===== src/rtl/mic_meter_pkg.sv =====
// Shared types and constants for the microphone period meter.
// Defaults here seed the top-level parameters.
package mic_meter_pkg;

    typedef enum logic [1:0] {
        IDLE,
        ARM,
        MEASURE
    } state_t;

    localparam int def_w_period = 20;
    localparam int def_log2_avg = 2;
    localparam int def_sat      = (2 ** def_w_period) - 1;
    localparam int def_sum_w    = def_w_period + def_log2_avg;

    function automatic int sum_width(input int w_period, input int log2_avg);
        return w_period + log2_avg;
    endfunction

endpackage


===== src/rtl/schmitt_trigger.sv =====
// Hysteresis comparator on signed samples.
// Registers the level and a one-cycle rising-transition flag.
module schmitt_trigger #(
    parameter int w_mic = 24,
    parameter int hyst  = 1024
) (
    input  logic                    clk,
    input  logic                    rst,
    input  logic signed [w_mic-1:0] sample,
    output logic                    rise,
    output logic                    level
);

    localparam logic signed [w_mic-1:0] th_hi = w_mic'(hyst);
    localparam logic signed [w_mic-1:0] th_lo = w_mic'(-hyst);

    logic go_high;
    logic go_low;

    assign go_high = !level && (sample > th_hi);
    assign go_low  = level && (sample < th_lo);

    always_ff @(posedge clk or posedge rst) begin
        if (rst) begin
            level <= 1'b0;
            rise  <= 1'b0;
        end else begin
            rise <= go_high;
            if (go_high)
                level <= 1'b1;
            else if (go_low)
                level <= 1'b0;
        end
    end

endmodule


===== src/rtl/mic_period_meter.sv =====
// Averaged zero-crossing period meter for raw microphone samples.
// Rejects glitch crossings and reports silence on counter timeout.
module mic_period_meter
    import mic_meter_pkg::*;
#(
    parameter int w_mic      = 24,
    parameter int w_period   = def_w_period,
    parameter int hyst       = 1024,
    parameter int min_period = 64,
    parameter int log2_avg   = def_log2_avg
) (
    input  logic                    clk,
    input  logic                    rst,
    input  logic signed [w_mic-1:0] mic,
    output logic [w_period-1:0]     period,
    output logic                    period_valid,
    output logic                    silent,
    output logic                    crossing
);

    localparam int sum_w = sum_width(w_period, log2_avg);
    localparam int n_w   = log2_avg + 1;
    localparam logic [w_period-1:0] sat    = '1;
    localparam logic [w_period-1:0] min_p  = w_period'(min_period);
    localparam logic [n_w-1:0]      n_full = n_w'(2 ** log2_avg);

    logic signed [w_mic-1:0] mic_q;
    logic                    rise;
    logic                    level;

    state_t              state, state_n;
    logic [w_period-1:0] cnt, cnt_n;
    logic [sum_w-1:0]    sum, sum_n;
    logic [n_w-1:0]      n, n_n;
    logic [w_period-1:0] period_n;
    logic                valid_n;
    logic                silent_n;

    logic             ev;
    logic             accept;
    logic             timeout;
    logic [sum_w-1:0] total;
    logic [n_w-1:0]   n_inc;

    always_ff @(posedge clk or posedge rst) begin
        if (rst)
            mic_q <= '0;
        else
            mic_q <= mic;
    end

    schmitt_trigger #(
        .w_mic (w_mic),
        .hyst  (hyst)
    ) u_schmitt (
        .clk    (clk),
        .rst    (rst),
        .sample (mic_q),
        .rise   (rise),
        .level  (level)
    );

    // rise is only raised together with level going high
    assign ev       = rise && level;
    assign accept   = ev && ((state == IDLE) || (cnt >= min_p));
    assign timeout  = (state != IDLE) && (cnt == sat);
    assign total    = sum + sum_w'(cnt);
    assign n_inc    = n + 1'b1;
    assign crossing = accept;

    always_comb begin
        state_n  = state;
        cnt_n    = (cnt == sat) ? cnt : cnt + 1'b1;
        sum_n    = sum;
        n_n      = n;
        period_n = period;
        valid_n  = 1'b0;
        silent_n = silent;
        unique case (1'b1)
            accept: begin
                cnt_n = w_period'(1);
                unique case (state)
                    IDLE: begin
                        state_n = ARM;
                        sum_n   = '0;
                        n_n     = '0;
                    end
                    ARM, MEASURE: begin
                        if (n_inc == n_full) begin
                            state_n  = MEASURE;
                            period_n = w_period'(total >> log2_avg);
                            valid_n  = 1'b1;
                            silent_n = 1'b0;
                            sum_n    = '0;
                            n_n      = '0;
                        end else begin
                            sum_n = total;
                            n_n   = n_inc;
                        end
                    end
                    default: state_n = IDLE;
                endcase
            end
            timeout: begin
                state_n  = IDLE;
                silent_n = 1'b1;
                sum_n    = '0;
                n_n      = '0;
                if (state == MEASURE) begin
                    period_n = '0;
                    valid_n  = 1'b1;
                end
            end
            default: ;
        endcase
    end

    always_ff @(posedge clk or posedge rst) begin
        if (rst) begin
            state        <= IDLE;
            cnt          <= '0;
            sum          <= '0;
            n            <= '0;
            period       <= '0;
            period_valid <= 1'b0;
            silent       <= 1'b1;
        end else begin
            state        <= state_n;
            cnt          <= cnt_n;
            sum          <= sum_n;
            n            <= n_n;
            period       <= period_n;
            period_valid <= valid_n;
            silent       <= silent_n;
        end
    end

endmodule

===== config.mk =====
export PLATFORM = sky130hd
export DESIGN_NAME = mic_period_meter
export DESIGN_NICKNAME = d
export VERILOG_FILES = /design/src/rtl/mic_meter_pkg.sv /design/src/rtl/schmitt_trigger.sv /design/src/rtl/mic_period_meter.sv
export SDC_FILE = /design/constraint.sdc
export NUM_CORES = 1
export LEC_CHECK = 0
export BUFFER_PORTS_ARGS = -buffer_cell sky130_fd_sc_hd__buf_2
export CORE_ASPECT_RATIO = 1.2
export CORE_UTILIZATION = 35
export DETAILED_ROUTE_END_ITERATION = 8
export SYNTH_ARGS = -nofsm -noshare
export SYNTH_HDL_FRONTEND = slang
export SYNTH_HIERARCHICAL = 1
export SYNTH_SLANG_ARGS = --single-unit

===== constraint.sdc =====
create_clock -name clk -period 3.1 [get_ports clk]
set_clock_uncertainty 0.05 [all_clocks]
set_input_delay 0.155 -clock clk [delete_from_list [all_inputs] [get_ports clk]]
set_output_delay 0.155 -clock clk [all_outputs]
set_load 0.01 [all_outputs]

* Word-level counts from Yosys, hierarchy flattened
Index checks and enable logic that the tools add are counted.
Storage, ports and cells: register bits after elaboration 95, input bits 26, output and inout port bits 23
Operators by class: $add $sub $neg 3, order comparisons 3, equality and inequality tests 10, mux-type cells 24, reductions and logical operators 16
Operator list (number):
- $mux W20 | 5
- $pmux W22 S2 | 2
- $pmux W20 S2 | 1
- $gt A24 B12 Y1 const B | 1
- $lt A24 B11 Y1 const B | 1
- $add A22 B20 Y22 | 1
- $mux W22 | 1
- $add A20 B1 Y20 const B | 1
- $eq A20 B20 Y1 const B | 1
- $ge A20 B7 Y1 const B | 1
- $pmux W3 S2 | 2
- $pmux W2 S2 | 2
- $mux W1 | 7
- $ne A2 B1 Y1 const B | 3
- $reduce_bool A2 Y1 | 3
- $logic_and A1 B1 Y1 | 5
- $pmux W1 S2 | 2
- $reduce_and A2 Y1 | 2
- $reduce_and A4 Y1 | 1
- $add A3 B1 Y3 const B | 1
- $eq A3 B3 Y1 const B | 1
- $mux W3 | 1
- $ne A3 B1 Y1 const B | 1
- $ne A3 B3 Y1 const B | 1
- 9 further kinds | 9

* Longest topological paths before layout
Gate-level depths: netlist of the first run.
depth after elaboration 5, depth in mapped cells 11

* By module
Netlist of the first run, hierarchy kept.
By module, submodules not included:
- mic_period_meter | instances 1, cells each 437, area an instance 4642.0 um^2, sequential area each 2328.5 um^2
- schmitt_trigger | instances 1, cells each 19, area an instance 172.7 um^2, sequential area each 50.0 um^2

* Least setup slack after synthesis of the first run
No wires, ideal clock.
path kind register -> register, from register cnt[0], to register sum[18], library setup time 0.121 ns, arrival time 2.156 ns, data required time 2.929 ns, slack 0.773 ns, stages on the path, launching flop included 11, path buffers 0, cells stage by stage dfrtp_1 -> ha_1 -> inv_1 -> fa_1 -> inv_1 -> a21o_1 -> a211o_1 -> a211oi_1 -> o41ai_1 -> xnor2_1 -> a22o_1
On the way: longest elaborated chain between the ends 5
RTL lines:
- start, declared | line mic_period_meter.sv:32 | logic [w_period-1:0] cnt, cnt_n;
- start signal, assigned | line mic_period_meter.sv:129 | cnt <= cnt_n;
- parallel branches: the longest is 5 deep, another holds $add A22 B20 Y22
- end signal, assigned | line mic_period_meter.sv:130 | sum <= sum_n;
- end, declared | line mic_period_meter.sv:33 | logic [sum_w-1:0] sum, sum_n;
Several ways; the timed one is not identified. A chain may end at the register's enable or synchronous reset.

* Worst setup path in the final report of the first run
from register state[0], to register period[5]
On the way: longest elaborated chain between the ends 5
RTL lines:
- start, declared | line mic_period_meter.sv:31 | state_t state, state_n;
- start signal, assigned | line mic_period_meter.sv:128 | state <= state_n;
- $logic_not A2 Y1 | line mic_period_meter.sv:65 | assign accept = ev && ((state == IDLE) || (cnt >= min_p));
- $logic_or A1 B1 Y1 | line mic_period_meter.sv:65
- $logic_and A1 B1 Y1 | line mic_period_meter.sv:65
- $ne A2 B1 Y1 (no source line) or $reduce_bool A2 Y1 (tied branches)
- $reduce_and A4 Y1 (no source line)
- end signal, assigned | line mic_period_meter.sv:132 | period <= period_n;
- end, declared | line mic_period_meter.sv:15 | output logic [w_period-1:0] period,
Several ways; a longest one is shown, not always the timed one.

==> results by group, run 1 <==
Layout
  • Most frequent cells in the layout: dfrtp_1, buf_2, nand2_1
  • Non-filler cells in the finished layout: 703
  • Syn-to-layout area delta: 20.4%
  • Nets@finish: 583
  • # diodes: 0
  • Commonest non-fill, non-tap cell in the layout: dfrtp_1
  • Final core occ: 43.6%
  • Layout cells sized above 1: 16.6%

Global route
  • Largest net degree at the start of global routing: 56
  • First-pass GRT wire length: 18700 um
  • Vias in the first global route: 3740
  • Remaining Overflow, GRT: 0
  • Global Route Usage Sum: 17.3%
  • Initial antenna violation count: 0

Yosys
  • Post-synth ARST share: 100%
  • Synth unique cells: between 60 and 70
  • Cells after Synth: 456
  • Number of synthesized flops with an enable pin: 0
  • Top FF cell, synth: dfrtp_1
  • Synth Warn #: 6
  • Flops & latches, synth: 95
  • Register area share after synthesis: 49.4%
  • Syn nets: 509
  • Syn Area/Cell: 10.6 um^2
  • Synthesized area: between 4000 and 5000 um^2

Routing
  • Via count: 3721
  • DR pass1 iterations: 4
  • Drt wl/cell: 16.1 um
  • DRT antenna net count: 0
  • Routed wire length: 11400 um
  • Iter 0 DRT Violations: 204
  • # DRC: 0
  • Vias per cell: 5.29

Floorplanning
  • Die W: roughly 110 um
  • I/O Pins: 49
  • Core Area: about 13000 um^2
  • Full die area: 14200 um^2
  • Std cell rows: 46
  • Chip height: 130 um
  • Starting Density: 36.2%

STA
  • Slew Limit Fails: 0
  • Fmax: between 300 and 400 MHz
  • Setup TNS: 0 ns
  • Final setup fails: 0
  • Final worst-path cycle share: 90.6%
  • Slew at the pin closest to its max-slew limit: 1.13 ns
  • Minimum clock period: 2.81 ns
  • Hold Fails Final Rpt: 0
  • Rel. slew slack: roughly 24%
  • RSZ-0062 raised after global routing: no

Clocking
  • CTS Hold Bufs: 25
  • CTS Buf Count: 9
  • TritonCTS Sinks: 95
  • Cts repair resizes: 0
  • CTS tree: yes
  • Post-CTS setup buffers: 0
  • H-Tree Depth: 3
  • Clock network latency to the later pin of the worst-skew pair: 0.35 ns
  • Root buf cell: clkbuf_16
  • Clock-pin transition on the worst setup and hold timing paths: 0.07 ns
  • Clock Tree Buf Depth: 2

Flow run
  • Maxcap violations: 0

Worst setup path
  • CP Launch Type: register
  • Reg2reg end: period[5]$_DFFE_PP0P_
  • Crit path max fanout: 15
  • Crit path capture type: register
  • R2r worst-path depth: 7
  • Data arrival time of the critical path: between 3 and 4 ns
  • Reg2reg setup slack: around 0.29 ns
  • FF-to-FF Start: state[0]$_DFFE_PP0P_
  • Setup Crit Path Kind: register to register
  • Req. time, crit path: 3.33 ns

Power
  • Leak Pwr: 2.79 nW
  • Power per cell area: 590 nW/um^2
  • Maximum vdd drop: 0.000333 V

Outcome
  • Run status: finished, final reports clean

Placement
  • I/O Buffers: 48
  • Placed Cells: 662
  • GPL Wtd Cong: 0.905
  • Detailed placement HPWL: 8130 um

Hold path
  • Worst min path class: primary input to async pin
## logic make-up (layout without fill, tap and decap cells)
| kind of cell | count (synthesis) | after routing | synth area share, % |
|---|---|---|---|
| simple gates | 140 | 140 | 15.3 |
| compound gates | 126 | 126 | 18.7 |
| flops | 95 | 95 | 49.4 |
| xor+xnor | 35 | 35 | 6.37 |
| buf+inv | 33 | 112 | 3.04 |
| fa+ha+maj | 27 | 27 | 7.17 |
## cell type report
class                      instances  area [um^2]
fill                            1279         7500
tap                              168          210
clock buffer                       9          225
multi-input combinational        328         2300
timing repair buffer              79          548
sequential                        95         2380
clock inverter                     7         72.6
inverter                          17         66.3
## sequential cells by signal (all words and copies together), names as in the netlist
register         flops
period              20
state                2
cnt                 20
u_schmitt/level      1
u_schmitt/rise       1
silent               1
sum                 22
n                    3
period_valid         1
mic_q               24
## how the worst max path moves through the flow
stage                            endpoint                  from  cells after the start  slack, ns
floorplan              cnt[0]$_DFFE_PP0P_                   rst                      1       0.48
global placement    period[3]$_DFFE_PP0P_  state[0]$_DFFE_PP0P_                      7       0.45
detailed placement  period[5]$_DFFE_PP0P_  state[0]$_DFFE_PP0P_                      7       0.33
CTS                 period[5]$_DFFE_PP0P_  state[0]$_DFFE_PP0P_                      7       0.30
global route        period[1]$_DFFE_PP0P_  state[0]$_DFFE_PP0P_                      7       0.01
finish              period[5]$_DFFE_PP0P_  state[0]$_DFFE_PP0P_                      7       0.29
## through the flow
step | setup slack (ns) | hold WS, ns | cell area (um^2) | power (mW)
2_1_floorplan | 0.476 | -0.154 | 4810 | 2.09
3_3_place_gp | 0.455 | -0.0146 | 5250 | 2.27
3_5_place_dp | 0.332 | -0.0150 | 5250 | 2.31
4_1_cts | 0.305 | 0.159 | 5800 | 3.46
5_1_grt | 0.0117 | 0.171 | 5800 | 3.64
6_report | 0.291 | 0.173 | 5800 | 3.42
## cell usage after synthesis (2+ instances only)
master | count | area, um^2
nor4_1 | 7 | 43.8
xnor2_1 | 17 | 149
o21ai_4 | 2 | 32.5
nand4_1 | 12 | 75.1
and2_1 | 4 | 25.0
ha_1 | 26 | 325
or3_1 | 2 | 12.5
o31ai_1 | 2 | 15.0
o21a_1 | 3 | 22.5
or2_1 | 2 | 12.5
a31oi_1 | 5 | 31.3
o41ai_1 | 2 | 17.5
nand2_1 | 35 | 131
a21o_1 | 8 | 60.1
and4_1 | 4 | 35.0
nand3_1 | 14 | 70.1
a21oi_1 | 21 | 105
o22ai_1 | 2 | 12.5
a211oi_1 | 6 | 45.0
nor2b_1 | 4 | 25.0
and3_1 | 8 | 50.1
clkbuf_1 | 7 | 26.3
o21ai_0 | 29 | 145
dfrtp_1 | 94 | 2350
buf_4 | 2 | 15.0
nor3_1 | 4 | 20.0
nor2_1 | 31 | 116
buf_2 | 5 | 25.0
o21ai_1 | 2 | 10.0
xor2_1 | 18 | 158
a22o_1 | 29 | 254
inv_1 | 16 | 60.1
## per-layer routing
layer / wire [um] / vias up / global-route usage, % / share of wire [%]
met4: 376 / 0 / 8.59 / 3.3
met5: 0 / - / 0 / 0
met3: 436 / 23 / 3.37 / 3.8
met1: 4940 / 1806 / 21.4 / 44
li1: - / 1803 / - / -
met2: 5600 / 89 / 28.9 / 49
## worst max-delay path, stage by stage (launching register included)
cell	delay (ns)
dfrtp_1	0.39
inv_1	0.08
ha_1	0.42
nor4_1	0.10
nand4_1	0.14
nand3_2	0.28
nor3_2	1.00
a22o_1	0.26
## power breakdown
part / internal, mW / leakage (nW) / switching, mW
logic: 0.334 / 1.40 / 0.492
clock network: 0.571 / 0.144 / 0.540
registers: 1.36 / 1.24 / 0.120
total: 2.27 / 2.79 / 1.15
Power figures use the tool's default switching activity.
==> inputs of run 2 (changes only) <==
CAP_MARGIN = 20   (was default)
CORE_UTILIZATION = 59   (was 35)
PLACE_DENSITY = 0.89   (was default)
==> run 2 against run 1 <==
Via count rose by 7.9%. Worst hold slack worse by 0.057 ns. Critical path type unchanged. Global-route usage increased by 14 points. Register-to-register slack worse by 0.03 ns. Largest power group unchanged.
==> results by group, run 2 (synthesis results as in run 1) <==
Routing
  • Routed wire length: 12400 um (was 11400 um)
  • Iter 0 DRT Violations: 268 (was 204)
  • # DRC: 0 (unchanged)
  • Drt wl/cell: 19.7 um (was 16.1 um)
  • DR pass1 iterations: 5 (was 4)
  • DRT antenna net count: 0 (unchanged)
  • Via count: 4015 (was 3721)
  • Vias per cell: 6.37 (was 5.29)

STA
  • Rel. slew slack: 41.9% (was 24.1%)
  • Slew at the pin closest to its max-slew limit: 0.870 ns (was 1.13 ns)
  • PnR worst setup slack: 0.257 ns (was 0.291 ns)
  • RSZ-0062 raised after global routing: no (unchanged)
  • Fmax: 352 MHz (was 356 MHz)
  • Hold WS: 0.116 ns (was 0.173 ns)
  • Setup TNS: 0 ns (unchanged)
  • Minimum clock period: 2.84 ns (was 2.81 ns)
  • Final setup fails: 0 (unchanged)
  • Slew Limit Fails: 0 (unchanged)
  • Hold Fails Final Rpt: 0 (unchanged)
  • Final worst-path cycle share: 91.7% (was 90.6%)

Clocking
  • Cts repair resizes: 0 (unchanged)
  • CTS Buf Count: 9 (unchanged)
  • Clock-pin transition on the worst setup and hold timing paths: 0.12 ns (was 0.07 ns)
  • Clock network latency to the later pin of the worst-skew pair: 0.39 ns (was 0.35 ns)
  • Root buf cell: clkbuf_8 (was clkbuf_16)
  • Post-CTS setup buffers: 0 (unchanged)
  • Clock Tree Buf Depth: 2 (unchanged)
  • TritonCTS Sinks: 95 (unchanged)
  • CTS tree: yes (unchanged)
  • H-Tree Depth: 3 (unchanged)

Worst setup path
  • Data arrival time of the critical path: 3.07 ns (was 3.04 ns)
  • Crit path max fanout: 5 (was 15)
  • R2r worst-path depth: 10 (was 7)
  • FF-to-FF Start: cnt[0]$_DFFE_PP0P_ (was state[0]$_DFFE_PP0P_)
  • Reg2reg setup slack: 0.26 ns (was 0.29 ns)
  • Reg2reg end: sum[18]$_DFFE_PP0P_ (was period[5]$_DFFE_PP0P_)
  • Setup Crit Path Kind: register to register (unchanged)
  • Req. time, crit path: 3.33 ns (about the same)
  • Crit path capture type: register (unchanged)
  • CP Launch Type: register (unchanged)

Floorplanning
  • I/O Pins: 49 (unchanged)
  • Starting Density: 61.8% (was 36.2%)
  • Die W: 84.5 um (was 109 um)
  • Chip height: 101 um (was 130 um)
  • Full die area: 8530 um^2 (was 14200 um^2)
  • Core Area: 7790 um^2 (was 13300 um^2)
  • Std cell rows: 35 (was 46)

Layout
  • Most frequent cells in the layout: dfrtp_1, buf_2, nand2_1 (unchanged)
  • # diodes: 0 (unchanged)
  • Biggest register: mic_q (unchanged)
  • Non-filler cells in the finished layout: 630 (was 703)
  • Fillers: 544 (was 1279)
  • Layout cells sized above 1: 17.1% (was 16.6%)
  • Largest register FFs: 24 (unchanged)
  • Nets@finish: 586 (was 583)
  • Regs by FF count: mic_q x24, sum x22 (unchanged)
  • Commonest non-fill, non-tap cell in the layout: dfrtp_1 (unchanged)
  • Final core occ: 72.2% (was 43.6%)
  • Final Cell Area: 5630 um^2 (was 5800 um^2)
  • Syn-to-layout area delta: 16.9% (was 20.4%)

Placement
  • Placement Setup Slack: 0.458 ns (was 0.332 ns)
  • I/O Buffers: 48 (unchanged)
  • GPL Wtd Cong: 0.943 (was 0.905)
  • Detailed placement HPWL: 8010 um (was 8130 um)
  • Placed cell areas: 5170 um^2 (was 5250 um^2)
  • Placed Cells: 589 (was 662)

Global route
  • Vias in the first global route: 4137 (was 3740)
  • Remaining Overflow, GRT: 0 (unchanged)
  • Global Route Usage Sum: 31.7% (was 17.3%)
  • Largest net degree at the start of global routing: 52 (was 56)
  • Initial antenna violation count: 0 (unchanged)
  • First-pass GRT wire length: 20400 um (was 18700 um)

Outcome
  • Run status: finished, final reports clean (unchanged)

Hold path
  • Worst min path class: primary input to async pin (unchanged)

Flow run
  • Maxcap violations: 0 (unchanged)

Power
  • Overall power: 3.24 mW (was 3.42 mW)
  • Maximum vdd drop: 0.000522 V (was 0.000333 V)
  • Power per cell area: 576 nW/um^2 (was 590 nW/um^2)
  • Leak Pwr: 2.76 nW (was 2.79 nW)
-- run 2: critical path, stage by stage (launching register included) --
cell,delay [ns]
dfrtp_1,0.46
ha_1,0.25
inv_1,0.12
fa_1,0.27
inv_1,0.06
a21o_1,0.17
a211o_1,0.34
a211oi_1,0.44
o41ai_1,0.20
xnor2_1,0.17
a22o_1,0.21
-- run 2: timing repair --
action / CTS / global route
hold endpoints to repair: 74 / 0
hold buffers: 25 / 0
endpoints found under the setup margin: 0 / 0
-- run 2: where the power goes --
part	internal, mW	switching, mW	leakage (nW)
logic	0.348	0.563	1.42
registers	1.36	0.127	1.24
clock network	0.325	0.520	0.104
total	2.03	1.21	2.76
-- run 2: worst max path at each step --
| stage | end | cells after the start | start |
|---|---|---|---|
| global route | sum[18]$_DFFE_PP0P_ | 10 | cnt[0]$_DFFE_PP0P_ |
| detailed placement | sum[18]$_DFFE_PP0P_ | 10 | cnt[0]$_DFFE_PP0P_ |
| finish | sum[18]$_DFFE_PP0P_ | 10 | cnt[0]$_DFFE_PP0P_ |
| CTS | crossing | 8 | state[0]$_DFFE_PP0P_ |
| global placement | sum[20]$_DFFE_PP0P_ | 10 | state[0]$_DFFE_PP0P_ |
| floorplan | cnt[0]$_DFFE_PP0P_ | 1 | rst |
-- run 2: layout make-up --
class                           instances  area, um^2  area share, %
Timing Repair Buffer                   82         558           9.91
Multi-Input combinational cell        328        2310           41.0
Tap cell                               92         115           2.04
Inverter                               17        66.3           1.18
Sequential cell                        95        2380           42.2
Clock inverter                          7        81.3           1.44
Clock buffer                            9         124           2.20
-- run 2: layer usage --
layer	GRT usage (%)	share of wire (%)	vias up	wire, um
li1	-	-	1820	-
met1	36.5	37	1939	4620
met2	56.2	51	200	6330
met3	4.10	6.4	56	795
met4	20.7	5.5	0	678
met5	0	0	-	0
==> inputs of run 3 (changes only) <==
CORE_UTILIZATION = 50   (was 59)
PLACE_DENSITY = 0.78   (was 0.89)
==> run 3 against run 2 <==
Total power is 3.9% lower. Via count is 4.6% lower. First-iteration DRC count is 18% higher. Non-clock buffer count is 1 higher. Critical path depth stayed put. Clock-buffer cell count stayed put. Cell area is 0.22% higher. Register-to-register slack better by 0.13 ns. Largest cell class unchanged. Global-route usage is 6.6 points lower. Clock power is 5.1% lower. Routed wire length is 8.5% lower. Flip-flop and latch count stayed put.
==> results by group, run 3 (synthesis results as in run 1) <==
STA
  • Fmax: 369 MHz (was 352 MHz)
  • Minimum clock period: 2.71 ns (was 2.84 ns)
  • Hold Fails Final Rpt: 0 (unchanged)
  • Setup TNS: 0 ns (unchanged)
  • Slew Limit Fails: 0 (unchanged)
  • RSZ-0062 raised after global routing: no (unchanged)
  • Final setup fails: 0 (unchanged)
  • Final worst-path cycle share: 87.5% (was 91.7%)
  • Rel. slew slack: 43.4% (was 41.9%)
  • Slew at the pin closest to its max-slew limit: 0.850 ns (was 0.870 ns)
  • Hold WS: 0.113 ns (was 0.116 ns)

Global route
  • Initial antenna violation count: 0 (unchanged)
  • Largest net degree at the start of global routing: 51 (was 52)
  • Global Route Usage Sum: 25.1% (was 31.7%)
  • Remaining Overflow, GRT: 0 (unchanged)
  • GRT Max-Usage Layer: met2 (unchanged)
  • First-pass GRT wire length: 19200 um (was 20400 um)
  • Met2 global-route usage: 43.4% (was 56.2%)
  • Met1 Use GR: 31.7% (was 36.5%)
  • Routing usage on met3: 4.08% (was 4.10%)
  • Vias in the first global route: 3884 (was 4137)

Floorplanning
  • I/O Pins: 49 (unchanged)
  • Full die area: 10000 um^2 (was 8530 um^2)
  • Chip height: 109 um (was 101 um)
  • Std cell rows: 38 (was 35)
  • Die W: 91.6 um (was 84.5 um)
  • Core Area: 9180 um^2 (was 7790 um^2)
  • Starting Density: 52.5% (was 61.8%)

Routing
  • # DRC: 0 (unchanged)
  • Iter 0 DRT Violations: 315 (was 268)
  • Drt wl/cell: 17.3 um (was 19.7 um)
  • DRT antenna net count: 0 (unchanged)
  • Routed wire length: 11400 um (was 12400 um)
  • Via count: 3832 (was 4015)
  • DR pass1 iterations: 5 (unchanged)
  • Vias per cell: 5.81 (was 6.37)

Power
  • Internal power: 2.01 mW (was 2.03 mW)
  • Power per cell area: 553 nW/um^2 (was 576 nW/um^2)
  • Switching power total: 1.11 mW (was 1.21 mW)
  • Sw Share: 35.5% (was 37.3%)
  • Leak Pwr: 2.75 nW (was 2.76 nW)
  • Comb pwr share: 27.0% (was 28.1%)
  • Clk pwr share: 25.7% (was 26.1%)
  • Maximum vdd drop: 0.000393 V (was 0.000522 V)
  • Reg power frac: 47.3% (was 45.9%)

Layout
  • Storage cell area: 2380 um^2 (unchanged)
  • Syn-to-layout area delta: 17.2% (was 16.9%)
  • Fillers: 765 (was 544)
  • # diodes: 0 (unchanged)
  • Final Cell Area: 5640 um^2 (was 5630 um^2)
  • Nets@finish: 587 (was 586)
  • Regs by FF count: mic_q x24, sum x22 (unchanged)
  • Largest register FFs: 24 (unchanged)
  • Most frequent cells in the layout: dfrtp_1, buf_2, nand2_1 (unchanged)
  • Layout cells sized above 1: 17.3% (was 17.1%)
  • Biggest register: mic_q (unchanged)
  • Final core occ: 61.5% (was 72.2%)
  • Multi-input gate area: 2300 um^2 (was 2310 um^2)
  • Commonest non-fill, non-tap cell in the layout: dfrtp_1 (unchanged)

Clocking
  • Clock network latency to the later pin of the worst-skew pair: 0.39 ns (about the same)
  • CTS tree: yes (unchanged)
  • TritonCTS Sinks: 95 (unchanged)
  • Root buf cell: clkbuf_8 (unchanged)
  • Clock-pin transition on the worst setup and hold timing paths: 0.10 ns (was 0.12 ns)
  • H-Tree Depth: 3 (unchanged)
  • CTS Buf Count: 9 (unchanged)
  • Clock Tree Buf Depth: 2 (unchanged)

Placement
  • GPL Wtd Cong: 0.942 (was 0.943)
  • I/O Buffers: 48 (unchanged)
  • Placed cell areas: 5210 um^2 (was 5170 um^2)
  • Detailed placement HPWL: 7820 um (was 8010 um)

Worst setup path
  • Req. time, crit path: 3.33 ns (about the same)
  • Crit path capture type: register (unchanged)
  • Worst setup path startpoint: cnt[0]$_DFFE_PP0P_ (unchanged)
  • Reg2reg setup slack: 0.39 ns (was 0.26 ns)
  • FF-to-FF Start: cnt[0]$_DFFE_PP0P_ (unchanged)
  • Data arrival time of the critical path: 2.94 ns (was 3.07 ns)
  • R2r worst-path depth: 10 (unchanged)
  • Crit path max fanout: 5 (unchanged)
  • Reg2reg end: sum[18]$_DFFE_PP0P_ (unchanged)
  • Critical Path Sink: sum[18]$_DFFE_PP0P_ (unchanged)
  • CP Launch Type: register (unchanged)
  • Setup Crit Path Kind: register to register (unchanged)

Flow run
  • Maxcap violations: 0 (unchanged)

Outcome
  • Run status: finished, final reports clean (unchanged)

Hold path
  • Worst min path class: primary input to async pin (unchanged)
## run 3: changes by cell type in the layout (fill, tap and decap cells not counted)
| cell | previous run | this run |
|---|---|---|
| clkinv_8 | 2 | 0 |
| o311ai_2 | 0 | 1 |
| inv_6 | 3 | 2 |
| clkinv_2 | 2 | 3 |
| clkinvlp_4 | 0 | 1 |
| clkinv_4 | 0 | 1 |
| buf_4 | 9 | 10 |
| o311ai_4 | 1 | 0 |
## run 3: worst min-delay path by stage
stage,startpoint,to,cells past startpoint
after floorplan,rst,u_schmitt/level$_DFFE_PP0P_,1
after global placement,rst,u_schmitt/level$_DFFE_PP0P_,2
after detailed placement,rst,u_schmitt/rise$_DFF_PP0_,2
after CTS,rst,u_schmitt/rise$_DFF_PP0_,3
after global routing,rst,u_schmitt/rise$_DFF_PP0_,3
final,rst,u_schmitt/rise$_DFF_PP0_,3
## run 3: area by class of cell
type	count	share of cell area (%)
Clock inverter	7	1.09
Sequential cell	95	42.2
Tap cell	120	2.66
Timing Repair Buffer	83	10.0
Clock buffer	9	2.20
Inverter	17	1.18
Multi-Input combinational cell	328	40.7
## run 3: critical path, cell delays in order, from the launching register on
cell,delay [ns]
dfrtp_1,0.44
ha_1,0.20
inv_1,0.06
fa_1,0.41
inv_1,0.07
a21o_1,0.13
a211o_1,0.23
a211oi_1,0.15
o41ai_1,0.50
xnor2_1,0.15
a22o_1,0.21
## run 3: metal layers
metal / routed length (um) / vias up
met2: 5750 / 82
li1: - / 1817
met5: 0 / -
met3: 370 / 23
met1: 4970 / 1910
met4: 279 / 0
## run 3: power by group through the flow
stage	sequential [mW]	clock [mW]	combinational, mW
CTS	1.47	0.810	0.837
finish	1.47	0.803	0.841
detailed placement	1.50	0	0.797
global placement	1.49	0	0.773
global route	1.50	0.862	0.941
floorplan	1.47	0	0.618
## run 3: through the flow
| step | total power, mW | std cells | setup WS, ns |
|---|---|---|---|
| after floorplan | 2.09 | 456 | 0.476 |
| after global placement | 2.26 | 618 | 0.509 |
| after detailed placement | 2.29 | 618 | 0.462 |
| after CTS | 3.12 | 659 | 0.413 |
| after global routing | 3.30 | 659 | 0.237 |
| final | 3.12 | 659 | 0.386 |
## run 3: timing repair
| item | 4_1_cts | 5_1_grt |
|---|---|---|
| buffers inserted | 0 | 0 |
| hold endpoints to repair | 73 | 0 |
| hold buffers | 25 | 0 |
| gates resized for setup | 0 | 0 |
